==> config.mk <==
export PLATFORM = sky130hd
export DESIGN_NAME = msrv32_store_unit
export DESIGN_NICKNAME = d
export VERILOG_FILES = /design/src/rtl/msrv32_store_unit.sv
export SDC_FILE = /design/constraint.sdc
export NUM_CORES = 1
export LEC_CHECK = 0
export ABC_AREA = 1
export CORE_MARGIN = 2
export CORE_UTILIZATION = 42
export CTS_BUF_LIST = sky130_fd_sc_hd__clkbuf_2
export CTS_CLUSTER_SIZE = 25
export DETAILED_ROUTE_END_ITERATION = 12
export PLACE_DENSITY = 0.9
export SLEW_MARGIN = 20
export SYNTH_ARGS = -nofsm -noshare
export SYNTH_HDL_FRONTEND = slang
export SYNTH_SLANG_ARGS = --single-unit
==> constraint.sdc <==
create_clock -name ms_riscv32_mp_clk_in -period 1.7 [get_ports ms_riscv32_mp_clk_in]
set_input_delay 0.17 -clock ms_riscv32_mp_clk_in [delete_from_list [all_inputs] [get_ports ms_riscv32_mp_clk_in]]
set_output_delay 0.17 -clock ms_riscv32_mp_clk_in [all_outputs]
set_load 0.01 [all_outputs]
==> src/rtl/msrv32_store_unit.sv <==
// msrv32_store_unit: data-bus write master for RV32I stores.
// Turns a decoder store request into a two-phase AHB-style write
// (address phase, then data phase) with byte lanes and a write mask,
// and holds the pipeline until the data phase completes.
//
// Ports:
//   ms_riscv32_mp_clk_in  clock
//   ms_riscv32_mp_rst_in  synchronous active-high reset
//   mem_wr_req_in         store request (already gated upstream)
//   funct3_in             store size in [1:0]: 00 byte, 01 half, else word
//   iadder_in             effective byte address
//   rs2_in                store data
//   ahb_ready_in          bus ready (HREADY)
//   ahb_resp_in           bus error response (HRESP)
//   d_addr_out            word-aligned address
//   data_out              lane-replicated write data
//   wr_mask_out           byte-enable mask
//   wr_req_out            write request, address phase
//   ahb_htrans_out        NONSEQ (10) in address phase, IDLE (00) otherwise
//   stall_out             pipeline hold
//   store_fault_out       store access fault pulse
//
// Optional feature macro: MSRV32_STORE_ERR_EN
//   Defined:   an error response that completes the data phase raises
//              store_fault_out for one cycle.
//   Undefined: ahb_resp_in is ignored, store_fault_out is tied 0.

module msrv32_store_unit #(
    parameter int ADDR_W = 32,
    parameter int DATA_W = 32
) (
    input  logic              ms_riscv32_mp_clk_in,
    input  logic              ms_riscv32_mp_rst_in,
    input  logic              mem_wr_req_in,
    input  logic [2:0]        funct3_in,
    input  logic [ADDR_W-1:0] iadder_in,
    input  logic [DATA_W-1:0] rs2_in,
    input  logic              ahb_ready_in,
    input  logic              ahb_resp_in,
    output logic [ADDR_W-1:0] d_addr_out,
    output logic [DATA_W-1:0] data_out,
    output logic [3:0]        wr_mask_out,
    output logic              wr_req_out,
    output logic [1:0]        ahb_htrans_out,
    output logic              stall_out,
    output logic              store_fault_out
);

    typedef enum logic [1:0] {
        IDLE = 2'b00,
        ADDR = 2'b01,
        DATA = 2'b10
    } state_t;

    state_t state;

    logic [DATA_W-1:0] lane_data;
    logic [3:0]        lane_mask;

    // Replicate the store data across all lanes so the slave can pick
    // whichever lanes the mask enables.
    always_comb begin
        lane_data = rs2_in;
        lane_mask = 4'b1111;
        case (funct3_in[1:0])
            2'b00: begin
                lane_data = {4{rs2_in[7:0]}};
                lane_mask = 4'b0001 << iadder_in[1:0];
            end
            2'b01: begin
                lane_data = {2{rs2_in[15:0]}};
                lane_mask = iadder_in[1] ? 4'b1100 : 4'b0011;
            end
            default: begin
                lane_data = rs2_in;
                lane_mask = 4'b1111;
            end
        endcase
    end

    always_ff @(posedge ms_riscv32_mp_clk_in) begin
        if (ms_riscv32_mp_rst_in) begin
            state          <= IDLE;
            d_addr_out     <= '0;
            data_out       <= '0;
            wr_mask_out    <= '0;
            wr_req_out     <= 1'b0;
            ahb_htrans_out <= 2'b00;
        end else begin
            case (state)
                IDLE: begin
                    if (mem_wr_req_in) begin
                        d_addr_out     <= {iadder_in[ADDR_W-1:2], 2'b00};
                        data_out       <= lane_data;
                        wr_mask_out    <= lane_mask;
                        wr_req_out     <= 1'b1;
                        ahb_htrans_out <= 2'b10;
                        state          <= ADDR;
                    end
                end
                ADDR: begin
                    if (ahb_ready_in) begin
                        wr_req_out     <= 1'b0;
                        ahb_htrans_out <= 2'b00;
                        state          <= DATA;
                    end
                end
                DATA: begin
                    if (ahb_ready_in) begin
                        state <= IDLE;
                    end
                end
                default: begin
                    wr_req_out     <= 1'b0;
                    ahb_htrans_out <= 2'b00;
                    state          <= IDLE;
                end
            endcase
        end
    end

    // Drops in the cycle the data phase completes so the decoder can
    // present the next store one cycle later.
    assign stall_out = ((state == IDLE) & mem_wr_req_in)
                     | (state == ADDR)
                     | ((state == DATA) & ~ahb_ready_in);

`ifdef MSRV32_STORE_ERR_EN
    always_ff @(posedge ms_riscv32_mp_clk_in) begin
        if (ms_riscv32_mp_rst_in) begin
            store_fault_out <= 1'b0;
        end else begin
            store_fault_out <= (state == DATA) & ahb_ready_in & ahb_resp_in;
        end
    end
`else
    logic unused_resp;
    assign unused_resp     = ahb_resp_in;
    assign store_fault_out = 1'b0;
`endif

endmodule

==> results of run 1 <==
-- power by group --
part | switching, mW | leakage (nW) | total [mW] | internal, mW
clock | 0.540 | 0.0543 | 0.721 | 0.181
combinational | 0.490 | 1.39 | 1.04 | 0.550
sequential | 0.0792 | 0.573 | 1.85 | 1.77
-- metal layers --
metal	part of all wire, %	GRT usage [%]	wire length, um	vias to the layer above
met2	47	38.1	4090	138
met5	0	0	0	-
met4	2.1	10.6	181	0
met3	8.8	5.88	759	17
li1	-	-	-	1627
met1	42	26.9	3590	1401
-- flip-flops by register name, summed over array words and instances (netlist names) --
register,flops
ahb_htrans_out,1
state,2
data_out,32
wr_mask_out,4
d_addr_out,30
-- what timing repair did --
item                                   4_1_cts  5_1_grt
endpoints found under the hold margin        0        0
resized for setup                            4        5
pin swaps                                    0        0
setup endpoints to repair                    1        2
-- Yosys cell counts (all sizes together) --
cell type	instances	share of area (%)
clkbuf	6	0.75
dfxtp	69	46
o21ai	46	7.7
clkinv	1	0.12
inv	28	3.5
nor2	137	17
nand2	111	14
nand3	18	3.0
conb	1	0.12
a21oi	7	1.2
buf	24	6.1
-- cells by family (layout without fill, tap and decap cells) --
logic type	after synthesis	count (layout)	share of synthesized area, %
buffers and inverters	59	192	10.5
other	1	4	0.125
DFF	69	69	46.0
AOI/OAI and AO/OA	53	53	8.84
and+or+nand+nor	266	266	34.5
-- metrics by stage --
step / std cells / utilization, % / power, mW
6_report: 680 / 65.2 / 3.61
5_1_grt: 680 / 65.2 / 3.83
4_1_cts: 680 / 65.1 / 3.64
3_5_place_dp: 665 / 64.0 / 2.93
3_3_place_gp: 665 / 64.0 / 2.89
2_1_floorplan: 451 / - / 2.39
-- layout by cell type, fill, tap and decap left out --
cell type and count:
a21oi_1 7, buf_12 1, buf_4 9, clkbuf_2 12
clkdlybuf4s50_1 136, clkinv_1 5, clkinv_2 1, conb_1 4
dfxtp_1 67, dfxtp_2 1, dfxtp_4 1, dlymetal6s2s_1 1
inv_1 26, inv_2 1, nand2_1 110, nand2_4 1
nand3_1 18, nor2_1 135, nor2_4 2, o21ai_0 36
o21ai_1 10
-- layout make-up --
type | count | area (um2) | area share, %
Clock buffer | 11 | 55.1 | 1.23
Clock inverter | 4 | 16.3 | 0.363
Inverter | 29 | 109 | 2.43
Multi-Input combinational cell | 323 | 1320 | 29.6
Sequential cell | 69 | 1390 | 31.0
Tap cell | 96 | 120 | 2.68
Timing Repair Buffer | 148 | 1470 | 32.8
-- worst max-delay path by stage --
stage	from	endpoint	slack (ns)	depth (start not counted)
floorplan	state[1]$_SDFFE_PP0P_	stall_out	0.47	7
global placement	mem_wr_req_in	stall_out	-0.03	6
detailed placement	mem_wr_req_in	stall_out	-0.04	6
CTS	state[1]$_SDFFE_PP0P_	stall_out	0.009	6
global route	data_out[5]$_SDFFE_PP0P_	data_out[5]	0.002	1
finish	data_out[5]$_SDFFE_PP0P_	data_out[5]	0.10	1
==> run_results.csv, run 1 <==
group,metric,value,unit
run_status,status,"complete, no violations",
setup_path,path_max_fanout,2,
cts,htree_levels,3,
floorplan,dieArea,0.00784,mm2
grt,grt_pass1_wl,13.8,mm
cells_and_area,area_growth,49.1,%
cells_and_area,n_fill_cell,628,
floorplan,start_util,43.7,%
grt,antenna_found_initial,0,
setup_path,cpPeakStageDelay,0.56,ns
sta,holdWs,0.269,ns
grt,grt_max_degree,77,
cts,cts.sinks,69,
sta,rsz0062_at_grt,"false",
setup_path,start_kind,"flip-flop",
setup_path,arrival,1.43,ns
sta,tns,0,ns
cts,clk-insertion-delay-late,0.49,ns
setup_path,crit_buf_inv,1,
floorplan,core,0.00687,mm2
cells_and_area,drive_gt1_share,4.97,%
power,ir_drop,0.302,mV
synthesis,synth_warnings,0,
detailed_routing,drc_errors,0,
worst_hold_path,hold_path.class,"input port to flip-flop",
detailed_routing,first_pass_iters,4,
setup_path,endpoint_kind,"output pin",
cts,cts_buffers,9,
grt,grt_pass1_vias,2958,
floorplan,num_io_pins,145,
synthesis,synth_seq_cells,69,
setup_path,r2r-end,"d_addr_out[10]$_SDFFE_PP0P_",
cells_and_area,final_net_count,652,
setup_path,path_delay_family,"buffers and inverters",
setup_path,critical_path.cell_chain,"clkdlybuf4s50_1",
cts,post_cts_buffers,0,
cts,hold_buffers,0,
detailed_routing,drt_iter0_markers,123,
sta,setup_ws,0.102,ns
synthesis,synth-seq-area-share,46.0,%
synthesis,avgSynthCellArea,6.70,um2
detailed_routing,viasPerCell,4.68,
floorplan,die_w,88.5,um
setup_path,criticalPathCategory,"flip-flop to output pin",
sta,fin_crit,1.60,ns
detailed_routing,ant_nets,0,
placement,postPlaceCellArea,0.00440,mm2
cells_and_area,post-route-cell-area,0.00448,mm2
synthesis,synth_cell_types,18,
floorplan,rows,30,
detailed_routing,vias,3183,
worst_hold_path,whs_path_depth,3,
cts,clk_pin_slew,0.17,ns
detailed_routing,drt_wl_total,8.62,mm
setup_path,timing.rr.start,"state[1]$_SDFFE_PP0P_",
setup_path,cp_data_required_time,1.53,ns
grt,grt-ovfl-total,0,
synthesis,netlist_instances,448,
worst_hold_path,whs_endpoint,"state[1]$_SDFFE_PP0P_",
cts,clockBufferDepth,2,
sta,period_share,94.0,%
cells_and_area,diodes,0,
power,p_leak,2.02,nW
grt,grt_use_total,22.6,%
cts,cts_tree,"yes",
sta,finalHoldViolCount,0,
sta,final_max_slew_viol_count,0,
placement,pre_cts_ws,-0.0390,ns
cts,clockRootBuffer,"clkbuf_2",
sta,fmax,0.626,GHz
sta,finalSetupViolCount,0,
setup_path,crit_slowest_cell,"clkdlybuf4s50_1",
placement,place_congestion,0.884,
setup_path,rrSetupSlack,0.33,ns
power,powerDensity,806,mW/mm2
worst_hold_path,hp-start,"ahb_ready_in",
placement,io_buffers,138,
job,max-cap-violations,0,
synthesis,syn-cell-area,0.00300,mm2
detailed_routing,avgRoutedWirePerCell,12.7,um
floorplan,die_h,88.5,um
placement,hpwl,6.35,mm
setup_path,reg2reg_depth,6,
sta,skew,0.0198,ns
(Power assumes the default switching activity.)
==> run 2, diff against run 1 <==
--- a/config.mk
+++ b/config.mk
@@ -11,6 +11,7 @@
 export CTS_BUF_LIST = sky130_fd_sc_hd__clkbuf_2
 export CTS_CLUSTER_SIZE = 25
 export DETAILED_ROUTE_END_ITERATION = 12
+export MAX_ROUTING_LAYER = met4
 export PLACE_DENSITY = 0.9
 export SLEW_MARGIN = 20
 export SYNTH_ARGS = -nofsm -noshare
==> run 2 against run 1 <==
Combinational power about the same. Sequential cell count unchanged. Clock skew down 0.0028 ns. Total power up 5.2%. Cell count up 0.15%. Non-clock buffer count unchanged. Clock power up 25%. Critical path depth unchanged. Sequential share of layout area down 0.21 points. Sequential power about the same. Critical path type unchanged. Largest cell class unchanged.
==> run_results.csv, run 2 (synthesized netlist as in run 1, its figures left out) <==
group,metric,value,unit
grt,grt_max_degree,77,
detailed_routing,drt_wl_total,8.67,mm
setup_path,crit_slowest_cell,"clkdlybuf4s50_1",
placement,place_congestion,0.881,
setup_path,rrSetupSlack,0.33,ns
setup_path,critical_path.cell_chain,"clkdlybuf4s50_1",
floorplan,num_io_pins,145,
detailed_routing,avgRoutedWirePerCell,12.7,um
cells_and_area,layout_common_cells,"137 x clkdlybuf4s50_1, 135 x nor2_1, 110 x nand2_1",
grt,grt_use_total,23.1,%
cells_and_area,n_fill_cell,582,
worst_hold_path,whs_endpoint,"state[1]$_SDFFE_PP0P_",
cells_and_area,final_core_util,65.6,%
cts,clockBufferDepth,2,
cells_and_area,diodes,0,
floorplan,start_util,43.7,%
sta,tns,0,ns
cts,hold_buffers,0,
setup_path,start_kind,"flip-flop",
detailed_routing,first_pass_iters,4,
detailed_routing,drc_errors,0,
placement,placed_cells,665,
cts,clk_pin_slew,0.21,ns
cells_and_area,layoutNonFillerInstCount,681,
cts,cts_tree,"yes",
sta,fmax,0.623,GHz
setup_path,r2r-end,"d_addr_out[16]$_SDFFE_PP0P_",
grt,grt_pass1_wl,13.7,mm
setup_path,cp-startpoint,"data_out[30]$_SDFFE_PP0P_",
setup_path,path_max_fanout,2,
cts,cts.sinks,69,
sta,setup_ws,0.0949,ns
floorplan,die_h,88.5,um
sta,finalSetupViolCount,0,
cts,clockRootBuffer,"clkbuf_2",
detailed_routing,ant_nets,0,
detailed_routing,viasPerCell,4.74,
grt,grt-ovfl-total,0,
floorplan,dieArea,0.00784,mm2
grt,antenna_found_initial,0,
setup_path,endpoint_kind,"output pin",
setup_path,path_delay_family,"buffers and inverters",
detailed_routing,drt_iter0_markers,133,
cells_and_area,drive_gt1_share,5.13,%
setup_path,timing.rr.start,"state[1]$_SDFFE_PP0P_",
cts,post_cts_buffers,0,
power,p_total,3.80,mW
worst_hold_path,whs_path_depth,3,
sta,finalHoldViolCount,0,
sta,final_max_slew_viol_count,0,
setup_path,crit_buf_inv,1,
placement,io_buffers,138,
floorplan,die_w,88.5,um
sta,rsz0062_at_grt,"false",
grt,grt_pass1_vias,3030,
setup_path,reg2reg_depth,6,
job,max-cap-violations,0,
floorplan,core,0.00687,mm2
setup_path,cp_data_required_time,1.53,ns
setup_path,cpPeakStageDelay,0.56,ns
cells_and_area,largest_reg_flops,32,
sta,period_share,94.4,%
sta,fin_crit,1.61,ns
sta,skew,0.0170,ns
cts,htree_levels,3,
cells_and_area,top_regs,"data_out x32, d_addr_out x30, wr_mask_out x4",
cts,clk-insertion-delay-late,0.48,ns
power,p_leak,2.02,nW
placement,hpwl,6.43,mm
cts,cts_buffers,9,
worst_hold_path,hp-start,"ahb_ready_in",
detailed_routing,vias,3225,
worst_hold_path,hold_path.class,"input port to flip-flop",
cells_and_area,layout_commonest_cell,"clkdlybuf4s50_1",
cells_and_area,final_net_count,652,
floorplan,rows,30,
setup_path,arrival,1.44,ns
cells_and_area,area_growth,50.1,%
cells_and_area,regMostFlops,"data_out",
setup_path,criticalPathCategory,"flip-flop to output pin",
power,powerDensity,842,mW/mm2
power,ir_drop,0.406,mV
run_status,status,"complete, no violations",
placement,pre_cts_ws,-0.0437,ns
-- run 2: cell types whose count changed in the layout (fill, tap and decap cells not counted) --
cell             change
dlymetal6s2s_1       -1
clkinvlp_4           +1
bufinv_16            +1
clkbuf_2             -1
clkdlybuf4s50_1      +1
-- run 2: power breakdown --
group / switching [mW] / total (mW) / internal [mW]
sequential: 0.0781 / 1.85 / 1.77
combinational: 0.493 / 1.04 / 0.551
clock: 0.575 / 0.904 / 0.329
-- run 2: worst max-delay path by stage --
stage	slack, ns	cells past startpoint	end
6_report	0.09	1	data_out[30]
5_1_grt	0.0005	1	data_out[30]
4_1_cts	0.0009	6	stall_out
3_5_place_dp	-0.04	6	stall_out
3_3_place_gp	-0.03	6	stall_out
2_1_floorplan	0.47	7	stall_out
-- run 2: metal layers --
layer / GRT usage [%] / routed length [um] / part of all wire (%) / vias up
li1: - / - / - / 1627
met1: 26.1 / 3710 / 43 / 1438
met2: 37.7 / 4070 / 47 / 140
met3: 7.65 / 717 / 8.3 / 20
met4: 9.37 / 179 / 2.1 / 0
met5: - / 0 / 0 / -
-- run 2: timing repair --
action	4_1_cts	5_1_grt
setup endpoints to repair	1	1
resized for setup	6	2
gates cloned	0	0
-- run 2: metrics by stage --
stage,hold slack [ns],cell area [um2]
4_1_cts,0.210,4510
6_report,0.254,4510
3_3_place_gp,0.463,4400
5_1_grt,0.208,4510
2_1_floorplan,0.239,3010
3_5_place_dp,0.473,4400
-- run 2: area by class of cell --
cell class	instances	area, um2	area share (%)
clock buffer	10	50.0	1.11
clock inverter	6	53.8	1.19
inverter	29	109	2.42
multi-input combinational	323	1320	29.4
sequential	69	1390	30.8
tap	96	120	2.67
timing repair buffer	148	1460	32.5
-- run 2: worst reg2reg max path: cells and delay by family (launching register included) --
| kind | cells | cell delay (ns) |
|---|---|---|
| simple gates | 4 | 0.45 |
| flops | 1 | 0.41 |
| buf+inv | 2 | 0.46 |
